===== src/rtl/mux4_rr_arbiter_pkg.sv =====
// Shared types and constants for the 4-way round-robin mux arbiter.
// State encodings, requester count and select width live here for all arbiter files.
package mux4_rr_arbiter_pkg;

  localparam int NREQ  = 4;
  localparam int SEL_W = 2;

  typedef enum logic [1:0] {
    ST_IDLE = 2'd0,
    ST_BUSY = 2'd1,
    ST_GAP  = 2'd2
  } state_t;

  function automatic logic [NREQ-1:0] onehot4(input logic [SEL_W-1:0] idx);
    logic [NREQ-1:0] v;
    v = '0;
    v[idx] = 1'b1;
    return v;
  endfunction

endpackage


===== src/rtl/mux4_rr_arbiter_if.sv =====
// Request/grant bundle between the arbiter (master) and the requesters (slave).
interface mux4_rr_arbiter_if #(
  parameter int CNT_W = 4
);
  import mux4_rr_arbiter_pkg::*;

  logic [NREQ-1:0]  req;
  logic [NREQ-1:0]  gnt;
  logic [SEL_W-1:0] sel;
  logic             busy;
  logic [CNT_W-1:0] tenure;

  modport master (
    input  req,
    output gnt,
    output sel,
    output busy,
    output tenure
  );

  modport slave (
    output req,
    input  gnt,
    input  sel,
    input  busy,
    input  tenure
  );

endinterface


===== src/rtl/mux4_rr_arbiter_rr_pick4.sv =====
// Combinational round-robin pick: first asserted req after 'last', wrapping, with 'last' itself lowest.
module rr_pick4
  import mux4_rr_arbiter_pkg::*;
(
  input  logic [NREQ-1:0]  req,
  input  logic [SEL_W-1:0] last,
  output logic [SEL_W-1:0] winner,
  output logic             any
);

  logic [SEL_W-1:0] idx;

  // Scan from lowest to highest priority so the highest-priority hit is written last.
  always_comb begin
    winner = last;
    any    = 1'b0;
    idx    = last;
    for (int k = NREQ; k >= 1; k--) begin
      idx = last + SEL_W'(k);
      if (req[idx]) begin
        winner = idx;
        any    = 1'b1;
      end
    end
  end

endmodule


===== src/rtl/mux4_rr_arbiter.sv =====
// Round-robin arbiter for a shared 4:1 mux with bounded tenure and a one-cycle gap between owners.
// Optional MUX_ARB_LOCK_EN adds a lock input that suppresses pre-emption while an owner holds the grant.
//
// state   | meaning
// ST_IDLE | no owner, arbitrating every cycle
// ST_BUSY | grant active, tenure counting
// ST_GAP  | one dead cycle after an owner leaves; sel/tenure held, arbitrating
module mux4_rr_arbiter
  import mux4_rr_arbiter_pkg::*;
#(
  parameter int HOLD_MAX = 8,
  parameter int CNT_W    = 4
) (
  input  logic               clk,
  input  logic               rst_n,
  mux4_rr_arbiter_if.master  bus
`ifdef MUX_ARB_LOCK_EN
  ,
  input  logic               lock
`endif
);

  localparam logic [CNT_W-1:0] TEN_MAX = CNT_W'(HOLD_MAX - 1);

  state_t           state_q, state_nx;
  logic [NREQ-1:0]  gnt_q, gnt_nx;
  logic [SEL_W-1:0] sel_q, sel_nx;
  logic [SEL_W-1:0] last_q, last_nx;
  logic [CNT_W-1:0] tenure_q, tenure_nx;

  logic [SEL_W-1:0] winner;
  logic             any_req;
  logic             at_limit;
  logic             others_wait;
  logic             owner_gone;
  logic             lock_hold;

`ifdef MUX_ARB_LOCK_EN
  assign lock_hold = lock;
`else
  assign lock_hold = 1'b0;
`endif

  rr_pick4 u_pick (
    .req    (bus.req),
    .last   (last_q),
    .winner (winner),
    .any    (any_req)
  );

  assign at_limit    = (tenure_q == TEN_MAX);
  assign others_wait = |(bus.req & ~gnt_q);
  assign owner_gone  = ~bus.req[sel_q];

  always_ff @(posedge clk or negedge rst_n) begin
    if (!rst_n) begin
      state_q  <= ST_IDLE;
      gnt_q    <= '0;
      sel_q    <= '0;
      last_q   <= SEL_W'(NREQ - 1);
      tenure_q <= '0;
    end else begin
      state_q  <= state_nx;
      gnt_q    <= gnt_nx;
      sel_q    <= sel_nx;
      last_q   <= last_nx;
      tenure_q <= tenure_nx;
    end
  end

  always_comb begin
    state_nx  = state_q;
    gnt_nx    = gnt_q;
    sel_nx    = sel_q;
    last_nx   = last_q;
    tenure_nx = tenure_q;
    case (state_q)
      ST_IDLE, ST_GAP: begin
        if (any_req) begin
          state_nx  = ST_BUSY;
          gnt_nx    = onehot4(winner);
          sel_nx    = winner;
          last_nx   = winner;
          tenure_nx = '0;
        end else begin
          state_nx = ST_IDLE;
          gnt_nx   = '0;
        end
      end
      ST_BUSY: begin
        // Tenure freezes on the exit edge so the gap cycle shows the final count.
        if (owner_gone || (at_limit && others_wait && !lock_hold)) begin
          state_nx = ST_GAP;
          gnt_nx   = '0;
        end else if (!at_limit) begin
          tenure_nx = tenure_q + CNT_W'(1);
        end
      end
      default: begin
        state_nx = ST_IDLE;
        gnt_nx   = '0;
      end
    endcase
  end

  assign bus.gnt    = gnt_q;
  assign bus.sel    = sel_q;
  assign bus.busy   = |gnt_q;
  assign bus.tenure = tenure_q;

endmodule

===== src/flat_wrapper.sv =====
// flat-port wrapper written by rule: the top's interface ports become plain ports
module mux4_rr_arbiter_flat import mux4_rr_arbiter_pkg::*;
#(
  parameter int HOLD_MAX = 8,
  parameter int CNT_W    = 4
)
  (clk, rst_n, bus_req, bus_gnt, bus_sel, bus_busy, bus_tenure);
  mux4_rr_arbiter_if #(.CNT_W(CNT_W)) bus_i ();
  input  logic clk;
  input  logic rst_n;
  input wire logic [$bits(bus_i.req)-1:0] bus_req;
  output wire logic [$bits(bus_i.gnt)-1:0] bus_gnt;
  output wire logic [$bits(bus_i.sel)-1:0] bus_sel;
  output wire logic [$bits(bus_i.busy)-1:0] bus_busy;
  output wire logic [$bits(bus_i.tenure)-1:0] bus_tenure;
  assign bus_i.req = bus_req;
  assign bus_gnt = bus_i.gnt;
  assign bus_sel = bus_i.sel;
  assign bus_busy = bus_i.busy;
  assign bus_tenure = bus_i.tenure;
  mux4_rr_arbiter #(.HOLD_MAX(HOLD_MAX), .CNT_W(CNT_W)) u_core (.clk(clk), .rst_n(rst_n), .bus(bus_i));
endmodule

===== config.mk =====
export PLATFORM = sky130hd
export DESIGN_NAME = mux4_rr_arbiter_flat
export DESIGN_NICKNAME = d
export VERILOG_FILES = /design/src/rtl/mux4_rr_arbiter_pkg.sv /design/src/rtl/mux4_rr_arbiter_if.sv /design/src/rtl/mux4_rr_arbiter_rr_pick4.sv /design/src/rtl/mux4_rr_arbiter.sv /design/src/flat_wrapper.sv
export SDC_FILE = /design/constraint.sdc
export NUM_CORES = 1
export LEC_CHECK = 0
export ABC_AREA = 1
export CORE_MARGIN = 5
export CORE_UTILIZATION = 35
export CTS_CLUSTER_SIZE = 10
export DETAILED_ROUTE_END_ITERATION = 16
export HOLD_SLACK_MARGIN = 0.12
export PLACE_DENSITY = 0.68
export SLEW_MARGIN = 15
export SYNTH_ARGS = -nofsm -noshare
export SYNTH_HDL_FRONTEND = slang
export SYNTH_SLANG_ARGS = --single-unit

===== constraint.sdc =====
create_clock -name clk -period 1.7 [get_ports clk]
set_input_delay 0.255 -clock clk [delete_from_list [all_inputs] [get_ports clk]]
set_output_delay 0.255 -clock clk [all_outputs]
set_load 0.02 [all_outputs]

==> results.cfg, run 1 <==
[worst_setup_path]
crit_type = flop to primary output
path_delay_family = simple AND/OR/NAND/NOR gates
crit_arrival_ns = 1.39
crit_path_max_fanout = 2
required_ns = 1.44
crit_buf_inv = 1
cp-start-kind = flop
slowest_stage = or4_1
max_stage_delay_ns = 0.54
worstRegToRegCells = 10
cp.depth = 2
cp-end-kind = primary output
cp_cell_sequence = or4_1 > buf_2

[sta]
hold_violations = 0
fin_skew_ns = 0.00581
rsz0062_at_grt = true
worstMarginPinSlew_ns = 0.238
fin_hold_ws_ns = 0.274
slew_violations = 0
setup_violations = 0
layout_setup_ws_ns = 0.0518
relSlewSlack_pct = 84.1
fin_tns_setup_ns = 0
period_needed_ns = 1.65
fmax_mhz = 607
finalCritPeriodShare_pct = 97.0

[power]
power.density_mw_per_mm2 = 1910
leakagePower_uw = 0.000607
peakVddDrop_v = 0.000855
report.power.total_uw = 2210

[clock_tree]
cts_setup_buffers = 0
cts.path.max_buffers = 2
clock-root-buffer = clkbuf_4
clock-sinks = 14
cts_tree = built
cts_buffers = 3
clk_pin_slew_ns = 0.09
clk_latency_ns = 0.28
htree_levels = 1

[grt]
antenna_found_initial = 0
first_global_vias = 937
grt_pass1_wl_um = 3910
track_usage_pct = 14.4
overflow = 0
grt_start_max_net_pins = 15

[floorplan]
core_mm2 = 0.00243
die_w_um = 60.1
ioPinCount = 17
rows = 18
die_h_um = 60.1
start_util_pct = 36.1
dieArea_mm2 = 0.00361

[logic_synthesis]
synth_top_family_by_area = simple AND/OR/NAND/NOR gates
synth_area_um2 = 878
synth_top_area_cell = dfrtp_1
synth.avg_cell_area_um2 = 6.97
synth-simple-area-share_pct = 39.3
synth_compound_area_share_pct = 9.69
yosys-top-cells-area = dfrtp_1 34%, nand2_1 21%, nand3_1 8.5%, dfstp_2 6.0%, inv_1 4.3%
synth_nets = 133
synth.mux.area_fraction_pct = 0
ys_warn_count = 0
synth_cell_type_count = 22
seq_area_frac_synth_pct = 40.2
yosys_register_bits = 14
synth_fa_ha_area_share_pct = 1.42
synth_top_area_share_pct = 34.2
synthCells = 126
synth_xor_area_share_pct = 0.997

[final_layout]
final_cell_mix = 47 x nand2_1, 15 x nand3_1, 15 x clkdlybuf4s50_1
final_common_cell = nand2_1
final_nets = 160
area_growth_pct = 31.9
antennaDiodeCount = 0
seq_area_um2 = 354
multi_input_area_um2 = 457
fill_cells = 248
layout.cells.non_filler = 182
final_layout_size_suffix_gt1_share_pct = 19.1

[placement]
hpwlAfterDp_um = 1720
pre_cts_ws_ns = -0.0187
dp.cells = 178
io_buffers = 16
place.gp.congestion = 0.794

[route]
wl_per_cell_um = 12.3
remaining_drc_errors = 0
vias = 906
drtIter0Drc = 16
antenna_left = 0
routed_wl_um = 2240
dr.pass1.iters = 4
vias_per_cell = 4.98

[run_status]
outcome = complete, no violations

[run]
drv_cap = 0

[worst_hold_path]
hold_class = primary input to asynchronous set/reset pin
## cells by family after synthesis
family,Yosys count
simple gates,80
compound gates,15
buf+inv,15
flops,14
xor+xnor,1
fa+ha+maj,1
## worst paths after layout
| check | startpoint | to | slack [ns] |
|---|---|---|---|
| min in group clk | u_core.last_q[1]$_DFFE_PN1P_ | u_core.last_q[1]$_DFFE_PN1P_ | 0.57 |
| hold / removal | rst_n | u_core.bus.tenure[2]$_DFFE_PN0P_ | 0.27 |
| max in group asynchronous | rst_n | u_core.last_q[1]$_DFFE_PN1P_ | 1.18 |
| hold reg to reg | u_core.last_q[1]$_DFFE_PN1P_ | u_core.last_q[1]$_DFFE_PN1P_ | 0.57 |
| setup reg to reg | u_core.last_q[0]$_DFFE_PN1P_ | u_core.bus.sel[1]$_DFFE_PN0P_ | 0.17 |
| setup / recovery | u_core.bus.gnt[0]$_DFFE_PN0P_ | bus_busy | 0.05 |
## metal layers
| metal | share of wire (%) | track usage, % | routed length (µm) |
|---|---|---|---|
| met3 | 4.1 | 3.67 | 92 |
| met2 | 49 | 24.4 | 1090 |
| met1 | 46 | 17.2 | 1020 |
| met5 | 0 | 0 | 0 |
| met4 | 1.6 | 5.70 | 36 |
## cells in the mapped netlist, drive strengths merged
library cell and instances:
nand2 53, nand3 15, inv 13, dfrtp 12, o21ai 11, nor2 8
a21oi 2, dfstp 2, o22ai 2, buf 1, bufinv 1, ha 1
nand4 1, nor3 1, nor3b 1, or4 1, xor2 1
## what timing repair did
item | 4_1_cts | 5_1_grt
resized for setup | 4 | 3
endpoints found under the setup margin | 1 | 5
hold buffers | 0 | 0
pin swaps | 0 | 0
## where the power goes
group / switching (µW) / internal, µW / leakage [µW]
sequential: 90.4 / 474 / 0.000177
combinational: 866 / 540 / 0.000410
clock: 109 / 130 / 0.0000210
total: 1070 / 1140 / 0.000607
## metrics by stage
stage / area, µm² / util (%)
2_1_floorplan: 878 / -
5_1_grt: 1160 / 47.6
3_5_place_dp: 1120 / 46.1
4_1_cts: 1150 / 47.4
3_3_place_gp: 1120 / 46.1
6_report: 1160 / 47.6
## state kept, by name (all words and copies together), names as in the netlist
signal             count
u_core.bus.gnt         4
u_core.bus.sel         2
u_core.bus.tenure      4
u_core.last_q          2
u_core.state_q         2
## final cells by class
class | instances | share of cell area, %
Multi-Input combinational cell | 97 | 39.4
Sequential cell | 14 | 30.6
Tap cell | 30 | 3.24
Clock buffer | 4 | 3.13
Inverter | 14 | 5.72
Timing Repair Buffer | 23 | 17.9
No activity file was read; power rests on OpenSTA's default activity.
==> run 2: changes to the inputs <==
Settings changed: CORE_ASPECT_RATIO set to 1.2.
==> run 2 against run 1 <==
Against the previous run: maximum frequency increased by 2.6%; total power decreased by 1.7%; critical path depth unchanged; non-clock buffer count unchanged; via count decreased by 0.88%; sequential share of layout area decreased by 0.11 points; largest cell class unchanged; clock skew decreased by 0.0046 ns; routed wire length decreased by 10%; final cell count increased by 1.6%; sequential cell count unchanged.
==> results.cfg, run 2 (synthesis results as in run 1) <==
[worst_setup_path]
slowest_stage = clkdlybuf4s50_1
r2r-start = u_core.last_q[0]$_DFFE_PN1P_
crit_path_max_fanout = 3
max_stage_delay_ns = 0.59
r2r_setup_slack_ns = 0.20
r2r-end = u_core.bus.sel[1]$_DFFE_PN0P_
cp_cell_sequence = buf_4 > clkdlybuf4s50_1
cp-start-kind = flop
cp-end-kind = primary output
crit_type = flop to primary output
required_ns = 1.44
crit_arrival_ns = 1.35
worstRegToRegCells = 10

[power]
peakVddDrop_v = 0.000865
power.density_mw_per_mm2 = 1880
net-switching-power_uw = 1030
leakagePower_uw = 0.000609
pwr-share-comb_pct = 63.3
sw_frac_of_total_pct = 47.4
power_frac_clock_pct = 11.0
seq_power_share_pct = 25.7
internal-power_uw = 1140

[floorplan]
start_util_pct = 35.5
die_w_um = 55.7
rows = 20
die_h_um = 64.9
dieArea_mm2 = 0.00362
ioPinCount = 17
core_mm2 = 0.00248

[clock_tree]
cts_buffers = 3
cts.path.max_buffers = 2
htree_levels = 1
clk_latency_ns = 0.28
clock-root-buffer = clkbuf_4
cts_hold_buf = 0
clk_pin_slew_ns = 0.08
cts_tree = built
clock-sinks = 14

[run_status]
outcome = complete, no violations

[sta]
period_needed_ns = 1.61
fin_tns_setup_ns = 0
fin_skew_ns = 0.00125
worstMarginPinSlew_ns = 0.230
rsz0062_at_grt = false
relSlewSlack_pct = 84.7
fmax_mhz = 623
finalCritPeriodShare_pct = 94.4
hold_violations = 0
slew_violations = 0
setup_violations = 0

[route]
vias_per_cell = 4.85
routed_wl_um = 2010
dr.pass1.iters = 4
vias = 898
drtIter0Drc = 11
wl_per_cell_um = 10.8
remaining_drc_errors = 0
antenna_left = 0

[final_layout]
final_nets = 160
final_cell_mix = 47 x nand2_1, 15 x nand3_1, 15 x clkdlybuf4s50_1
design_area_mm2 = 0.00116
area_growth_pct = 31.9
final_common_cell = nand2_1
final_layout_size_suffix_gt1_share_pct = 17.8
multi_input_area_um2 = 454
fill_cells = 247
antennaDiodeCount = 0
seq_area_um2 = 353

[grt]
track_usage_pct = 12.9
overflow = 0
grt_start_max_net_pins = 15
first_global_vias = 929
antenna_found_initial = 0
grt_pass1_wl_um = 3770

[run]
drv_cap = 0

[placement]
placed_cell_area_mm2 = 0.00112
place.gp.congestion = 0.792
io_buffers = 16
hpwlAfterDp_um = 1640

[worst_hold_path]
hold_class = primary input to asynchronous set/reset pin
[run 2: changes by cell type in the layout (fill, tap and decap cells not counted)]
cell / before / now
nor2_1: 6 / 7
nor2_2: 2 / 1
dfrtp_2: 1 / 0
dfrtp_1: 11 / 12
[run 2: routing by layer]
| layer | up-vias | part of all wire (%) | global-route usage [%] |
|---|---|---|---|
| li1 | 460 | - | - |
| met1 | 409 | 43 | 14.0 |
| met2 | 25 | 51 | 23.7 |
| met3 | 4 | 4.4 | 2.19 |
| met4 | 0 | 1.9 | 6.69 |
| met5 | - | 0 | 0 |
[run 2: area by class of cell]
class / instances / area share, %
multi-input cells: 97 / 39.2
flip-flops and latches: 14 / 30.5
inverters: 14 / 5.72
repair buffers: 23 / 17.9
well taps: 33 / 3.56
clock buffers: 4 / 3.13
[run 2: worst max-delay path, delay by kind of cell (launching register included)]
family                 cells  cell delay, ns
buffers and inverters      2            0.72
DFF                        1            0.35
[run 2: worst max-delay path by stage]
| stage | start | end | slack, ns | cells past startpoint |
|---|---|---|---|---|
| 5_1_grt | u_core.last_q[0]$_DFFE_PN1P_ | u_core.bus.sel[1]$_DFFE_PN0P_ | 0.007 | 10 |
| 2_1_floorplan | u_core.bus.tenure[0]$_DFFE_PN0P_ | u_core.bus.tenure[0]$_DFFE_PN0P_ | 0.30 | 8 |
| 3_5_place_dp | bus_req[0] | u_core.bus.tenure[3]$_DFFE_PN0P_ | 0.03 | 8 |
| 4_1_cts | u_core.bus.gnt[0]$_DFFE_PN0P_ | bus_busy | 0.009 | 2 |
| 6_report | u_core.bus.gnt[1]$_DFFE_PN0P_ | bus_gnt[1] | 0.09 | 2 |
| 3_3_place_gp | u_core.bus.gnt[0]$_DFFE_PN0P_ | bus_busy | 0.04 | 2 |
[run 2: what timing repair did]
item | in CTS | in global routing
gates resized for setup | 3 | 2
pin swaps | 0 | 0
setup buffers | 0 | 0
setup endpoints to repair | 1 | 2
[run 2: stage by stage]
stage | cells | hold WS, ns | total power, µW | worst slack [ns] | util (%)
2_1_floorplan | 126 | -0.0406 | 1540 | 0.296 | -
6_report | 185 | 0.271 | 2170 | 0.0944 | 46.8
4_1_cts | 185 | 0.266 | 2200 | 0.00875 | 46.9
3_5_place_dp | 181 | 0.547 | 1950 | 0.0294 | 45.4
3_3_place_gp | 181 | 0.545 | 1920 | 0.0392 | 45.4
5_1_grt | 185 | 0.266 | 2410 | 0.00683 | 46.8
[run 2: power by group through the flow]
stage	clock (µW)	sequential (µW)	combinational, µW
finish	238	558	1380
global route	267	580	1560
CTS	247	560	1390
detailed placement	0	566	1390
global placement	0	561	1360
floorplan	0	637	900
